**src/rtl/conware_gen_sequencer.sv**
```systemverilog
// conware_gen_sequencer: owns the Game of Life board between generations,
// loads it, iterates it through the compute engine, then writes it out.
//
// Ports:
//   clk, rstn           clock, synchronous active-low reset
//   start, abort        launch a run (IDLE only) / return to IDLE at once
//   num_gens            generation count, latched on the accepted start
//   load_ready/valid/data   board in from the stream-to-buffer converter
//   calc_valid/ready/data   board out to the single-generation engine
//   res_valid/data          next-generation board back from the engine
//   wr_valid/ready/data     final board out to the output writer
//   busy, done          not-IDLE flag / one-cycle completion pulse
//   gen_count           generations completed in the current or last run
module conware_gen_sequencer #(
  parameter int WIDTH  = 4,
  parameter int HEIGHT = 4,
  parameter int CWIDTH = 16
) (
  input  logic                    clk,
  input  logic                    rstn,
  input  logic                    start,
  input  logic                    abort,
  input  logic [CWIDTH-1:0]       num_gens,
  output logic                    load_ready,
  input  logic                    load_valid,
  input  logic [WIDTH*HEIGHT-1:0] load_data,
  output logic                    calc_valid,
  output logic [WIDTH*HEIGHT-1:0] calc_data,
  input  logic                    calc_ready,
  input  logic                    res_valid,
  input  logic [WIDTH*HEIGHT-1:0] res_data,
  output logic                    wr_valid,
  output logic [WIDTH*HEIGHT-1:0] wr_data,
  input  logic                    wr_ready,
  output logic                    busy,
  output logic                    done,
  output logic [CWIDTH-1:0]       gen_count
);

  localparam int N = WIDTH * HEIGHT;

  typedef enum logic [2:0] {
    IDLE     = 3'd0,
    LOAD     = 3'd1,
    CALC     = 3'd2,
    WAIT_RES = 3'd3,
    WRITE    = 3'd4,
    DONE     = 3'd5
  } state_t;

  state_t state;
  state_t state_n;

  logic [N-1:0]      board;
  logic [N-1:0]      board_n;
  logic [CWIDTH-1:0] gens_l;
  logic [CWIDTH-1:0] gens_l_n;
  logic [CWIDTH-1:0] gen_cnt;
  logic [CWIDTH-1:0] gen_cnt_n;
  logic [CWIDTH-1:0] gen_inc;

  // Cannot wrap: the run stops once the count reaches gens_l.
  assign gen_inc = gen_cnt + CWIDTH'(1);

  always_ff @(posedge clk) begin
    if (!rstn) begin
      state   <= IDLE;
      board   <= '0;
      gens_l  <= '0;
      gen_cnt <= '0;
    end else begin
      state   <= state_n;
      board   <= board_n;
      gens_l  <= gens_l_n;
      gen_cnt <= gen_cnt_n;
    end
  end

  always_comb begin
    state_n   = state;
    board_n   = board;
    gens_l_n  = gens_l;
    gen_cnt_n = gen_cnt;
    unique case (state)
      IDLE: begin
        if (start) begin
          gens_l_n  = num_gens;
          gen_cnt_n = '0;
          state_n   = LOAD;
        end
      end
      LOAD: begin
        if (load_valid) begin
          board_n = load_data;
          state_n = (gens_l == '0) ? WRITE : CALC;
        end
      end
      CALC: begin
        if (calc_ready) state_n = WAIT_RES;
      end
      WAIT_RES: begin
        if (res_valid) begin
          board_n   = res_data;
          gen_cnt_n = gen_inc;
          state_n   = (gen_inc == gens_l) ? WRITE : CALC;
        end
      end
      WRITE: begin
        if (wr_ready) state_n = DONE;
      end
      DONE: begin
        state_n = IDLE;
      end
      default: begin
        state_n = IDLE;
      end
    endcase
    // Abort wins over every transition and freezes the datapath,
    // so the partial board and count stay visible afterwards.
    if (abort) begin
      state_n   = IDLE;
      board_n   = board;
      gens_l_n  = gens_l;
      gen_cnt_n = gen_cnt;
    end
  end

  // Handshake and status outputs come straight from the state register.
  assign load_ready = (state == LOAD);
  assign calc_valid = (state == CALC);
  assign wr_valid   = (state == WRITE);
  assign done       = (state == DONE);
  assign busy       = (state != IDLE);

  assign calc_data = board;
  assign wr_data   = board;
  assign gen_count = gen_cnt;

endmodule
```
**config.mk**
```make
export PLATFORM = sky130hd
export DESIGN_NAME = conware_gen_sequencer
export DESIGN_NICKNAME = d
export VERILOG_FILES = /design/src/rtl/conware_gen_sequencer.sv
export SDC_FILE = /design/constraint.sdc
export NUM_CORES = 1
export LEC_CHECK = 0
export ABC_AREA = 1
export BUFFER_PORTS_ARGS = -buffer_cell sky130_fd_sc_hd__buf_4
export CORE_ASPECT_RATIO = 0.9
export CORE_UTILIZATION = 25
export CTS_BUF_LIST = sky130_fd_sc_hd__clkbuf_16
export CTS_CLUSTER_SIZE = 8
export DETAILED_ROUTE_END_ITERATION = 10
export HOLD_SLACK_MARGIN = 0.05
export PLACE_DENSITY_LB_ADDON = 0.3
export SYNTH_ARGS = -nofsm -noshare
export SYNTH_HDL_FRONTEND = slang
export SYNTH_SLANG_ARGS = --single-unit
```
**constraint.sdc**
```tcl
create_clock -name clk -period 2.2 [get_ports clk]
set_clock_uncertainty 0.1 [all_clocks]
set_input_delay 0.33 -clock clk [delete_from_list [all_inputs] [get_ports clk]]
set_output_delay 0.33 -clock clk [all_outputs]
set_load 0.02 [all_outputs]
```
### Word-level counts from Yosys, hierarchy flattened

Index checks and enable logic that the tools add are counted.

* bits in registers: 51
* input port bits: 56

* add/subtract/negate cells: 1
* eq/ne operators: 11
* muxes and demuxes: 14
* bitwise logic cells: 2
* reduce and logical (&&, ||, !) cells: 10

Operators by type and width (count)
* $mux 16: 4
* $pmux 16 s2: 2
* $mux 3: 7
* $add 16x1->16 const B: 1
* $eq 16x16->1: 1
* $logic_not 16->1: 1
* $pmux 3 s5: 1
* $reduce_and 4->1: 2
* $eq 3x2->1 const B: 2
* $eq 3x3->1 const B: 2
* $ne 2x1->1 const B: 3
* $reduce_and 5->1: 1
* $ne 2x2->1 const B: 2
* $reduce_bool 2->1: 2
* $eq 3x1->1 const B: 1
* $logic_not 3->1: 1
* $reduce_and 3->1: 1
* $reduce_bool 3->1: 1
* $not 1->1: 2
* $reduce_or 2->1: 1

### Longest topological paths before layout

* depth after elaboration: 5
* depth in mapped cells: 16
* gate-level depth less buffers: 16

### Worst setup path after synthesis

Ideal clock, no wire load.

* path type: reg-to-reg
* start: register gen_cnt[0] (netlist: gen_count[0])
* end: register state[1]
* library setup time: 116 ps
* arrival time: 1892 ps
* required time: 1984 ps
* slack: 92 ps
* cell stages (with the launch flop): 17
* buffers on the path: 0
* clock period less this slack: 2108 ps
* cell sequence: dfxtp_1 -> ha_1 -> nand2_1 -> nor2_4 -> nand2_1 -> nor2_1 -> nand2_1 -> nand2_1 -> nand2_1 -> nand2_1 -> nand2_1 -> nor2_1 -> nand3_1 -> nand2_1 -> nand2_1 -> nand2_1 -> a21oi_1

* cells in the longest elaborated chain, start to end: 5

Ends and longest elaborated chain
* start, declared: RTL line 58 `logic [CWIDTH-1:0] gen_cnt;`
* start signal, assigned: RTL line 75 `gen_cnt <= gen_cnt_n;`
* $add 16x1->16: RTL line 63 `assign gen_inc = gen_cnt + CWIDTH'(1);`
* $eq 16x16->1: RTL line 105 `state_n = (gen_inc == gens_l) ? WRITE : CALC;`
* $mux 3: RTL line 105
* $mux 3: RTL line 102 `if (res_valid) begin`
* $pmux 3 s5: RTL line 84 `unique case (state)`
* end signal, assigned: RTL line 72 `state <= state_n;`
* end, declared: RTL line 51 `state_t state;`

No other way between the ends. The select of a mux whose other input is x is not followed.
A chain may end at the register's enable or synchronous reset.

### Final worst setup path

* start: register gen_cnt[1] (netlist: gen_count[1])
* end: register state[2]

Same word-level chain as after synthesis.

==> flow_summary.toml <==
[status]
outcome = "finished, final reports clean"

[final_layout]
diodes = 0
areaGrowthSynthToFinish_pct = 38.4
final_cell_area_sq_mm = 0.00443
fin_cells = 767
fillers = 1327
fin_nets = 664
layout-drive-gt1-share_pct = 32.1

[floorplan]
dieHeight_microns = 109
start_util_pct = 26.1
ios = 109
die_area_sq_mm = 0.0133
core_area_sq_mm = 0.0123
row_count = 38
die_w_microns = 121

[worst_setup_path]
critPathMaxFanout = 7
cp_data_arrival_time_ns = 2.13
end_kind = "flop"
worstSetupPathType = "flop to flop"
start_kind = "flop"
worst-endpoint-required_ns = 2.33
r2r_start = "gen_count[1]"
crit_start = "gen_count[1]"

[power]
powerDensity_mw_per_mm2 = 498
clkPwrFrac_pct = 39.5
p_seq_share_pct = 44.5
pwr-share-comb_pct = 16.0
p_leak_nw = 2.00
p_switching_uw = 566
ir_drop_mv = 0.237
internal_power_mw = 1.64
swShare_pct = 25.7
p_total_mw = 2.21

[clock_network]
cts_tree = "yes"
cts_max_path_buffers = 2
numClockSinks = 51
postCtsHoldBufs = 0
clk_latency_ns = 0.29
cts-root-buf = "clkbuf_16"
path_clk_slew_ns = 0.07
numCtsBuffers = 5
htreeDepth = 2

[sta]
finalCriticalPeriod_ns = 2.00
rsz0062_at_grt = "yes"
fin_setup_tns_ns = 0
maxSlewViolCount = 0
setup_slack_ns = 0.196
finalSetupViolations = 0
finalCritPeriodShare_pct = 91.1
maxSlewHeadroom_pct = 60.8
final-hold-violation-count = 0
tightest_slew_ns = 0.583
max_freq_ghz = 0.499

[detailed_routing]
routed_via_density = 4.66
vias = 3571
wl_microns = 10100
ant_nets = 0
drtIter0Drc = 209
routedWlPerCell_microns = 13.2
drc = 0
firstDrtPassIters = 5

[global_route]
grt_use_total_pct = 14.9
grt_overflow = 0
grt_max_degree = 33
grt_pass1_wl_microns = 15500
antenna_found_initial = 0
grt_pass1_vias = 3157

[logic_synthesis]
synth_area_sq_mm = 0.00320
synth_top_area_share_pct = 31.9
synth.distinct_cells = 32
synth_fp_nets = 562
synth_top_area_cell = "dfxtp_1"
seq_area_frac_synth_pct = 31.9
yosys_warnings = 0
synth_area_leaders = "dfxtp_1, nand2_1, a21oi_1"
synthCells = 505
synth.avg_cell_area_sq_um = 6.34
synth_seq_cells = 51

[worst_hold_path]
min_from = "num_gens[1]"
min_path_type = "input port to flop"

[place]
placed_area_sq_mm = 0.00412
post-place-ws_ns = 0.0534
hpwl_microns = 7770
dp.cells = 757
gp_congestion = 0.881
place.port_buffers = 108

[run]
maxCapViolCount = 0
-- worst paths after layout --
path                    end  slack [ns]  cells after the start
setup / recovery   state[2]        0.20                     14
hold / removal    gens_l[1]        0.22                      3
setup reg to reg   state[2]        0.20                     14
hold reg to reg   gens_l[0]        0.39                      2
-- placed cells by master, fill, tap and decap left out, types with 10 or more instances in the layout --
master     n
inv_1     49
dfxtp_1   41
o21ai_0   19
dfxtp_2   10
nand2_1  142
buf_4    126
a21oi_1   58
nor2_1    39
nand3_1   47
-- power by group through the flow --
stage / sequential [mW] / clock (mW) / combinational [mW]
3_5_place_dp: 1.00 / 0 / 0.342
6_report: 0.983 / 0.872 / 0.352
4_1_cts: 0.982 / 0.897 / 0.343
5_1_grt: 0.987 / 0.928 / 0.390
2_1_floorplan: 1.00 / 0 / 0.191
3_3_place_gp: 1.00 / 0 / 0.339
-- layer usage --
layer	up-vias	track usage, %	part of all wire (%)
met5	-	0	0
met3	15	2.80	5.4
li1	1822	-	-
met2	101	23.2	46
met4	0	6.35	2.1
met1	1633	20.2	47
-- flip-flops by register name (all words and copies together) (netlist names) --
name	flops
calc_data	16
gen_count	16
gens_l	16
state	3
-- metrics by stage --
stage,utilization [%],hold WS [ns]
6_report,36.1,0.218
5_1_grt,36.1,0.228
3_3_place_gp,33.6,0.373
2_1_floorplan,-,0.348
4_1_cts,34.9,0.212
3_5_place_dp,33.6,0.379
-- Yosys cell counts --
library cell  count
nand2_1         150
a21oi_1          58
dfxtp_1          51
inv_1            49
nand3_1          48
nor2_1           48
buf_4            20
o21ai_0          19
clkbuf_1         10
nand3_2           8
a21oi_2           7
nand4_1           5
inv_2             4
nor3_1            4
nor4_1            4
nor2_2            2
o21ai_2           2
or2_2             2
a21oi_4           1
a32oi_1           1
buf_6             1
ha_1              1
inv_4             1
nand3_4           1
nand3b_1          1
nor2_4            1
nor2_8            1
nor3_4            1
o21bai_2          1
o22ai_1           1
o41ai_1           1
xor2_1            1
-- layout make-up --
cell class	count	area [sq um]	share of cell area, %
repair buffers	126	946	21.4
inverters	54	205	4.63
clock buffers	5	125	2.83
clock inverters	2	33.8	0.763
multi-input cells	369	1880	42.6
flip-flops and latches	51	1030	23.3
well taps	160	200	4.52
-- logic make-up after synthesis --
| logic type | synth area share, % |
|---|---|
| AO/OA/AOI/OAI | 16.1 |
| XOR/XNOR | 0.274 |
| adder cells (fa/ha/maj) | 0.391 |
| buffers and inverters | 12.6 |
| flip-flops | 31.9 |
| AND/OR/NAND/NOR | 38.7 |
-- repair_timing --
action / CTS / global route
setup buffers: 0 / 3
gates resized for setup: 0 / 40
setup endpoints to repair: 0 / 6
-- worst max-delay path, cell delays in order, from the launching register on --
cell and delay, ns:
dfxtp_2 0.35, ha_4 0.16, nand2_4 0.07, nor2_4 0.23, buf_4 0.16, nand2_2 0.08, nand3_1 0.08, nand2_1 0.06
nor2_1 0.09, nand3_1 0.13, nor3_2 0.12, nand3_1 0.09, nand2_1 0.06, nand2_1 0.04, a21oi_1 0.11
(Power assumes the default switching activity.)
